File: src/rtl/imem_debug_arbiter.sv
// imem_debug_arbiter
//   Shares the single address/write port of the word-addressed instruction
//   memory between the core fetch path and the external debug module. Debug
//   reads and writes are serialised through a req/ack handshake. The core is
//   stalled only for the one cycle in which the debugger owns the memory.
//
// Ports
//   clk_i         rising-edge clock
//   rst_i         synchronous, active-high reset
//   core_pc_i     core fetch byte address
//   core_instr_o  instruction to the core (combinational from memory)
//   core_stall_o  core must hold its pc and ignore core_instr_o
//   dbg_req_i     debug request, held until dbg_ack_o
//   dbg_we_i      1 = write, 0 = read (sampled with dbg_req_i)
//   dbg_addr_i    debug byte address (sampled with dbg_req_i)
//   dbg_wdata_i   debug write data (sampled with dbg_req_i)
//   dbg_ack_o     one-cycle completion pulse
//   dbg_rdata_o   read data (write data echo on writes), held until next ack
//   dbg_err_o     valid with dbg_ack_o: misaligned or out-of-range request
//   mem_addr_o    word address to memory
//   mem_we_o      memory write strobe, commits on the closing rising edge
//   mem_wdata_o   memory write data
//   mem_rdata_i   asynchronous memory read data for mem_addr_o
module imem_debug_arbiter #(
    parameter int unsigned DEPTH = 1000,
    parameter int unsigned AW    = 30
) (
    input  logic          clk_i,
    input  logic          rst_i,
    input  logic [31:0]   core_pc_i,
    output logic [31:0]   core_instr_o,
    output logic          core_stall_o,
    input  logic          dbg_req_i,
    input  logic          dbg_we_i,
    input  logic [31:0]   dbg_addr_i,
    input  logic [31:0]   dbg_wdata_i,
    output logic          dbg_ack_o,
    output logic [31:0]   dbg_rdata_o,
    output logic          dbg_err_o,
    output logic [AW-1:0] mem_addr_o,
    output logic          mem_we_o,
    output logic [31:0]   mem_wdata_o,
    input  logic [31:0]   mem_rdata_i
);

    typedef enum logic [1:0] {
        StIdle,
        StAccess,
        StAck,
        StRelease
    } state_e;

    state_e        state_q;

    // Captured debug transaction
    logic          we_q;
    logic [AW-1:0] addr_q;
    logic [31:0]   wdata_q;
    logic          err_q;

    // Registered outputs
    logic          stall_q;
    logic          mem_we_q;
    logic          ack_q;
    logic          dbg_err_q;
    logic [31:0]   rdata_q;

    logic          req_err;
    logic          core_oor;
    logic [AW-1:0] core_word;
    logic          unused_pc;

    assign req_err   = (dbg_addr_i[1:0] != 2'b00) || ({2'b00, dbg_addr_i[31:2]} >= DEPTH);
    assign core_oor  = {2'b00, core_pc_i[31:2]} >= DEPTH;
    assign core_word = core_pc_i[AW+1:2];
    assign unused_pc = ^core_pc_i[1:0];

    // stall_q and mem_we_q are set on the IDLE->ACCESS edge so they are high
    // exactly during the ACCESS cycle of a non-error transaction.
    always_ff @(posedge clk_i) begin
        if (rst_i) begin
            state_q   <= StIdle;
            we_q      <= 1'b0;
            addr_q    <= '0;
            wdata_q   <= 32'h0;
            err_q     <= 1'b0;
            stall_q   <= 1'b0;
            mem_we_q  <= 1'b0;
            ack_q     <= 1'b0;
            dbg_err_q <= 1'b0;
            rdata_q   <= 32'h0;
        end else begin
            stall_q   <= 1'b0;
            mem_we_q  <= 1'b0;
            ack_q     <= 1'b0;
            dbg_err_q <= 1'b0;
            unique case (state_q)
                StIdle: begin
                    if (dbg_req_i) begin
                        we_q     <= dbg_we_i;
                        addr_q   <= dbg_addr_i[AW+1:2];
                        wdata_q  <= dbg_wdata_i;
                        err_q    <= req_err;
                        stall_q  <= ~req_err;
                        mem_we_q <= dbg_we_i & ~req_err;
                        state_q  <= StAccess;
                    end
                end
                StAccess: begin
                    if (err_q) begin
                        rdata_q <= 32'h0;
                    end else if (we_q) begin
                        rdata_q <= wdata_q;
                    end else begin
                        rdata_q <= mem_rdata_i;
                    end
                    ack_q     <= 1'b1;
                    dbg_err_q <= err_q;
                    state_q   <= StAck;
                end
                StAck: begin
                    state_q <= StRelease;
                end
                StRelease: begin
                    // Wait for the request to drop so the core always gets
                    // at least two owned cycles between debug accesses.
                    if (!dbg_req_i) begin
                        state_q <= StIdle;
                    end
                end
                default: begin
                    state_q <= StIdle;
                end
            endcase
        end
    end

    always_comb begin
        mem_addr_o   = '0;
        core_instr_o = 32'h0;
        if (stall_q) begin
            mem_addr_o = addr_q;
        end else if (!core_oor) begin
            mem_addr_o   = core_word;
            core_instr_o = mem_rdata_i;
        end
    end

    // Gate with reset so a write caught by reset in ACCESS never commits.
    assign mem_we_o     = mem_we_q & ~rst_i;
    assign mem_wdata_o  = wdata_q;
    assign core_stall_o = stall_q;
    assign dbg_ack_o    = ack_q;
    assign dbg_err_o    = dbg_err_q;
    assign dbg_rdata_o  = rdata_q;

endmodule

File: config.mk
export PLATFORM = sky130hd
export DESIGN_NAME = imem_debug_arbiter
export DESIGN_NICKNAME = d
export VERILOG_FILES = /design/src/rtl/imem_debug_arbiter.sv
export SDC_FILE = /design/constraint.sdc
export NUM_CORES = 1
export LEC_CHECK = 0
export CORE_UTILIZATION = 39
export CTS_CLUSTER_SIZE = 20
export DETAILED_ROUTE_END_ITERATION = 16
export GPL_TIMING_DRIVEN = 1
export PLACE_DENSITY = 0.92
export SETUP_SLACK_MARGIN = 0.3
export SYNTH_ARGS = -nofsm -noshare
export SYNTH_HDL_FRONTEND = slang
export SYNTH_SLANG_ARGS = --single-unit
File: constraint.sdc
create_clock -name clk_i -period 2.2 [get_ports clk_i]
set_clock_uncertainty 0.2 [all_clocks]
set_input_delay 0.33 -clock clk_i [delete_from_list [all_inputs] [get_ports clk_i]]
set_output_delay 0.33 -clock clk_i [all_outputs]
set_load 0.02 [all_outputs]
==> impl_metrics.env <==
export IMPL_status="finished, violations left"
export IMPL_drive_gt1_share_pct=18.5
export IMPL_period_minus_slack_ps=2420
export IMPL_grt_max_degree=102
export IMPL_power_frac_clock_pct=23.8
export IMPL_synthTopCellsByArea="dfxtp_1 (44%), a21oi_1 (10%), nand2_1 (10%)"
export IMPL_area_delta_synth_final_pct=72.4
export IMPL_multi_input_area_mm2=0.00246
export IMPL_numCtsBuffers=9
export IMPL_fmax_mhz=413
export IMPL_routed_wl_mm=17.5
export IMPL_drtIter0Drc=287
export IMPL_routed_via_density=5.20
export IMPL_fp_dieH_um=111
export IMPL_num_vias=5100
export IMPL_slew_headroom_pct=70.3
export IMPL_p_per_area_mw_per_mm2=850
export IMPL_rsz0062_at_grt="true"
export IMPL_die_w_um=111
export IMPL_finalWeightedCongestion=0.837
export IMPL_ys_seq_area_share_pct=44.3
export IMPL_post_route_period_util_pct=110
export IMPL_finalMaxSlewViolations=0
export IMPL_hold_violations=0
export IMPL_ys_ff_latch=102
export IMPL_yosysWarningCount=0
export IMPL_hold_path_class="register to register"
export IMPL_worstMarginPinSlew_ps=446
export IMPL_nFillCells=886
export IMPL_cap_violations=0
export IMPL_ios=262
export IMPL_dieArea_mm2=0.0123
export IMPL_syn_inst=571
export IMPL_post_route_worst_setup_slack_ps=-220
export IMPL_netlist_area_mm2=0.00461
export IMPL_num_antenna_cells=0
export IMPL_clk_path_buf_depth=2
export IMPL_core_area_mm2=0.0115
export IMPL_place_ws_ps=-851
export IMPL_violations="setup timing"
export IMPL_yosysTopAreaCellShare_pct=44.3
export IMPL_clk_latency_ps=330
export IMPL_p_leak_nw=3.30
export IMPL_finalSetupViolations=61
export IMPL_ir_worst_vdd_v=0.000431
export IMPL_start_util_pct=40.2
export IMPL_cp_max_fo=4
export IMPL_hpwl_mm=11.4
export IMPL_p_sw_mw=2.40
export IMPL_cts_htree_levels=3
export IMPL_p_int_mw=4.35
export IMPL_detail_route_antenna_nets=0
export IMPL_cts_tree="done"
export IMPL_power_frac_comb_pct=39.5
export IMPL_wl_met1_mm=6.41
export IMPL_grt_first_pass_wirelength_mm=26.0
export IMPL_clock_sinks=102
export IMPL_grt_pass1_vias=5082
export IMPL_yosysUniqueCellTypes=24
export IMPL_syn_num_nets=708
export IMPL_arrival_ps=1890
export IMPL_cts_root_buf="clkbuf_16"
export IMPL_met2_length_mm=8.85
export IMPL_top_layer="met4"
export IMPL_dr_wl_met3_mm=1.57
export IMPL_path_clk_slew_ps=60
export IMPL_yosys_area_top_type="dfxtp_1"
export IMPL_remaining_drc_errors=0
export IMPL_avgSynthCellArea_um2=8.08
export IMPL_fp_row_count=39
export IMPL_finalNetCount=971
export IMPL_swShare_pct=35.6
export IMPL_critPathCaptureType="output pin"
export IMPL_portBuffers=259
export IMPL_drtPass1Iterations=4
export IMPL_p_seq_share_pct=36.7
export IMPL_crit_type="input pin to output pin"
export IMPL_start_kind="input pin"
export IMPL_cp_data_required_time_ps=1670
export IMPL_finalPower_mw=6.76
export IMPL_grt_usage_pct=27.0
export IMPL_seq_area_mm2=0.00204
export IMPL_grt_antenna_before_repair=0
export IMPL_post_drt_wl_per_cell_um=17.9
export IMPL_grt_overflow_total=0
synth_stat cells, drive strengths merged:
library cell  count
mux2             32
a22o             10
ha                5
nand2           128
nand4             4
nand3             1
o21ai             2
buf              17
nor4             10
nor2b            35
clkbuf           25
mux2i             1
inv               2
nor3              4
nor2             41
and2             54
dfxtp           102
and3b             1
a21oi            96
a211oi            1
power by group through the flow:
stage	registers, mW	clock network [mW]	logic [mW]
3_3_place_gp	2.49	0	2.63
3_5_place_dp	2.51	0	2.67
2_1_floorplan	2.78	0	1.17
4_1_cts	2.47	1.64	2.67
6_report	2.48	1.61	2.67
5_1_grt	2.53	1.72	2.89
metrics by stage:
step                      hold slack [ps]  area [µm²]  instances  utilization [%]  setup TNS, ps
after CTS                             253        7870        977             68.6          -5140
after global routing                  272        7960        981             69.4         -13520
after global placement                238        7420        948             64.7         -30220
after floorplan                       209        4650        571                -              0
after detailed placement              242        7420        948             64.7         -34920
final                                 251        7960        981             69.4          -8880
area by class of cell:
class / instances / share of cell area, %
Inverter: 2 / 0.0944
Sequential cell: 102 / 25.7
Clock inverter: 3 / 0.550
Tap cell: 143 / 2.25
Clock buffer: 12 / 3.22
Multi-Input combinational cell: 425 / 31.0
Timing Repair Buffer: 294 / 37.2
state kept, by name, summed over array words and instances (netlist names):
| register | count |
|---|---|
| dbg_rdata_o | 32 |
| err_q | 1 |
| mem_we_q | 1 |
| we_q | 1 |
| dbg_err_o | 1 |
| dbg_ack_o | 1 |
| addr_q | 30 |
| state_q | 2 |
| mem_wdata_o | 32 |
| core_stall_o | 1 |
worst max-delay path, cell delays in order:
cell and delay (ps):
buf_2 120, nor4_4 320, nand2_2 120, nor3_4 250
buf_6 190, buf_12 120, buf_16 100, buf_6 90
and2_4 130, buf_6 110
final timing paths:
| kind | startpoint | endpoint | slack (ps) | depth (start not counted) |
|---|---|---|---|---|
| max | core_pc_i[12] | core_instr_o[15] | -220 | 10 |
| min | addr_q[26] | addr_q[26] | 250 | 2 |
| max reg2reg | state_q[0] | mem_we_q | 480 | 6 |
| min reg2reg | addr_q[26] | addr_q[26] | 250 | 2 |
cell usage in the layout, fill, tap and decap left out, types with 2 or more instances in the layout:
cell	n
clkdlybuf4s50_1	181
nand2_1	126
dfxtp_1	100
a21oi_1	96
nor2_1	39
buf_4	37
nor2b_1	34
buf_6	30
mux2_1	29
and2_1	21
and2_2	18
and2_4	15
buf_2	13
dlygate4sd2_1	11
a22o_1	10
clkbuf_16	10
dlymetal6s2s_1	7
buf_12	6
nor4_1	5
ha_1	5
nor4_2	4
nand4_1	4
clkdlybuf4s15_1	4
mux2_2	3
buf_16	3
inv_1	2
nand2_2	2
nor3_1	2
clkbuf_8	2
dfxtp_2	2
layer usage:
layer / vias up / GRT usage [%]
met4: 0 / 13.7
met3: 46 / 7.60
met1: 2390 / 28.7
li1: 2406 / -
met2: 258 / 48.4
met5: - / 0
timing repair:
action | CTS | global route
hold buffers | 0 | 0
pin swaps | 16 | 2
setup buffers | 11 | 2
cloned | 3 | 2
setup endpoints to repair | 64 | 71
resized for setup | 334 | 13
logic make-up after synthesis:
group / Yosys count / synth area share, %
multiplexers: 33 / 8.03
adder cells (fa/ha/maj): 5 / 1.36
AND/OR/NAND/NOR: 278 / 29.1
AO/OA/AOI/OAI: 109 / 12.7
flip-flops: 102 / 44.3
buffers and inverters: 44 / 4.58
No activity file was read; power rests on OpenSTA's default activity.
==> RTL change: new RTL, same flow settings <==
Set the parameter `AW` to 15 (it was 30).
--- a/src/rtl/imem_debug_arbiter.sv
+++ b/src/rtl/imem_debug_arbiter.sv
@@ -25,3 +25,3 @@
     parameter int unsigned DEPTH = 1000,
-    parameter int unsigned AW    = 30
+    parameter int unsigned AW    = 15
 ) (
Interface: changed (resized mem_addr_o); port bits go from 262 to 247. No check against the original RTL was run, so the function may have changed too.
==> RTL change against the unedited design <==
The flow still finishes with violations (negative setup slack); combinational power shrank 6%; area after synthesis shrank 14%; non-clock buffer count down 21; sequential cell count fell by 15; setup slack better by 49 ps; power decreased by 14%; routed wire length down 19%; synthesized cell count down 14%; cell area decreased by 13%; clock power is 29% lower; cell count shrank 11%; sequential power fell by 14%; critical path type unchanged; critical endpoint is now core_instr_o[4]; largest power group unchanged.
==> RTL change: results (changes against the unedited design) <==
* Syn_nets at 628 (was 708)
* First-pass GRT wire length at 20.9 mm (was 26.0 mm)
* Worst Setup SP: core_pc_i[17] (was core_pc_i[12])
* Fill cells at 747 (was 886)
* Worst Tran Pin Value at 897 ps (was 446 ps)
* HPWL after DPL at 10.2 mm (was 11.4 mm)
* Via Count at 4394 (was 5100)
* # setup viols final at 42 (was 61)
* Wire per inst at 16.2 um (was 17.9 um)
* Inst Count DP at 847 (was 948)
* Layout net count at 875 (was 971)
* Non-clock buffers at 273 (was 294)
* CTS root buf: clkbuf_8 (was clkbuf_16)
* Vias per cell at 5.02 (was 5.20)
* Dpl cell area at 6600 um^2 (was 7420 um^2)
* Status: finished, violations left (unchanged)
* Cells after Synth at 491 (was 571)
* Worst Hold Class: flop to flop (unchanged)
* Min-delay src: addr_q[12]$_SDFFE_PP0P_ (was addr_q[26]$_SDFFE_PP0P_)
* Power Density at 835 nW/um^2 (was 850 nW/um^2)
* Largest net degree at the start of global routing at 87 (was 102)
* Buffering overhead at 0.384 (was 0.372)
* CTS clk-pin slew, worst paths at 80 ps (was 60 ps)
* Number of synthesized register bits at 87 (was 102)
* Area of the core at 9820 um^2 (was 11500 um^2)
* Compound-cell area share of the yosys netlist at 0.129 (was 0.127)
* Seq area share at 0.251 (was 0.257)
* Clock Latency Late Sink at 360 ps (was 330 ps)
* Area occupied by multi-input gates at 2150 um^2 (was 2460 um^2)
* Power Internal at 3.60 mW (was 4.35 mW)
* Final WS setup at -170 ps (was -220 ps)
* Crit path DAT at 1840 ps (was 1890 ps)
* Pre-CTS setup slack at -814 ps (was -851 ps)
* Area contributors post-synth: dfxtp_1 44%, a21oi_1 10%, nand2_1 9.3% (was dfxtp_1 44%, a21oi_1 10%, nand2_1 10%)
* Share of cells above drive strength 1 at 0.236 (was 0.185)
* R2R Path Start: state_q[1]$_SDFFE_PP0P_ (was state_q[0]$_SDFFE_PP0P_)
* Multiplexer share of the synthesized area at 0.0933 (was 0.0803)
* Violations in the final reports: negative setup slack (unchanged)
* ClkCell Share at 0.0292 (was 0.0377)
* Drt initial violations at 113 (was 287)
* Seq/Total Area, Yosys at 0.439 (was 0.443)
* Leakage at 3.33 nW (was 3.30 nW)
* Multi-Input Combinational at 365 (was 425)
* Setup TNS at -2070 ps (was -8880 ps)
* Maximum resistive drop on vdd at 0.000566 V (was 0.000431 V)
* Routability Congestion at 0.811 (was 0.837)
* Worst-path maximum fanout at 5 (was 4)
==> RTL change: cell count changes after synthesis, moves of 3 or more <==
cell / change
nor4_2: -3
mux2_2: +29
a21oi_1: -15
clkbuf_1: -3
dfxtp_1: -15
mux2_1: -29
nor4_1: +3
nand2_1: -30
buf_6: -4
and2_1: -15
buf_2: -4
clkbuf_2: +3
==> RTL change: final timing paths <==
kind	end	slack, ps	depth (start not counted)
hold / removal	addr_q[12]$_SDFFE_PP0P_	260	2
setup / recovery	core_instr_o[4]	-170	11
hold reg to reg	addr_q[12]$_SDFFE_PP0P_	260	2
setup reg to reg	mem_wdata_o[4]$_SDFFE_PP0P_	430	6
==> RTL change: per-layer routing <==
metal  wire length (um)  global-route usage
met3               1100              0.0671
met5                  0                   0
met2               7320               0.482
met1               5440               0.274
met4                316              0.0997
==> RTL change: kinds of logic after synthesis <==
kind of cell | count (synthesis)
muxes | 33
adders and majority gates | 5
and+or+nand+nor | 233
DFF | 87
AOI/OAI and AO/OA | 94
buffers and inverters | 39
==> RTL change: critical path, cell delays in order <==
cell           delay, ps
dlygate4sd2_1        250
nor4_2               160
nand4_1              180
nor3_4               170
buf_6                140
buf_12               100
buf_16               100
buf_6                 90
buf_6                 80
and2_4               120
buf_6                100
==> RTL change: timing repair <==
| action | CTS | global route |
|---|---|---|
| gates resized for setup | 291 | 42 |
| pin swaps | 17 | 4 |
| setup endpoints to repair | 73 | 95 |
| hold buffers | 0 | 0 |
| endpoints found under the hold margin | 0 | 0 |
| buffers inserted | 7 | 4 |
| cloned | 2 | 0 |
==> RTL change: power by group through the flow <==
stage               clock, mW  sequential (mW)  combinational (mW)
finish                   1.15             2.13                2.52
global route             1.25             2.17                2.73
CTS                      1.17             2.13                2.50
detailed placement          0             2.16                2.52
global placement            0             2.13                2.45
floorplan                   0             2.43                1.07
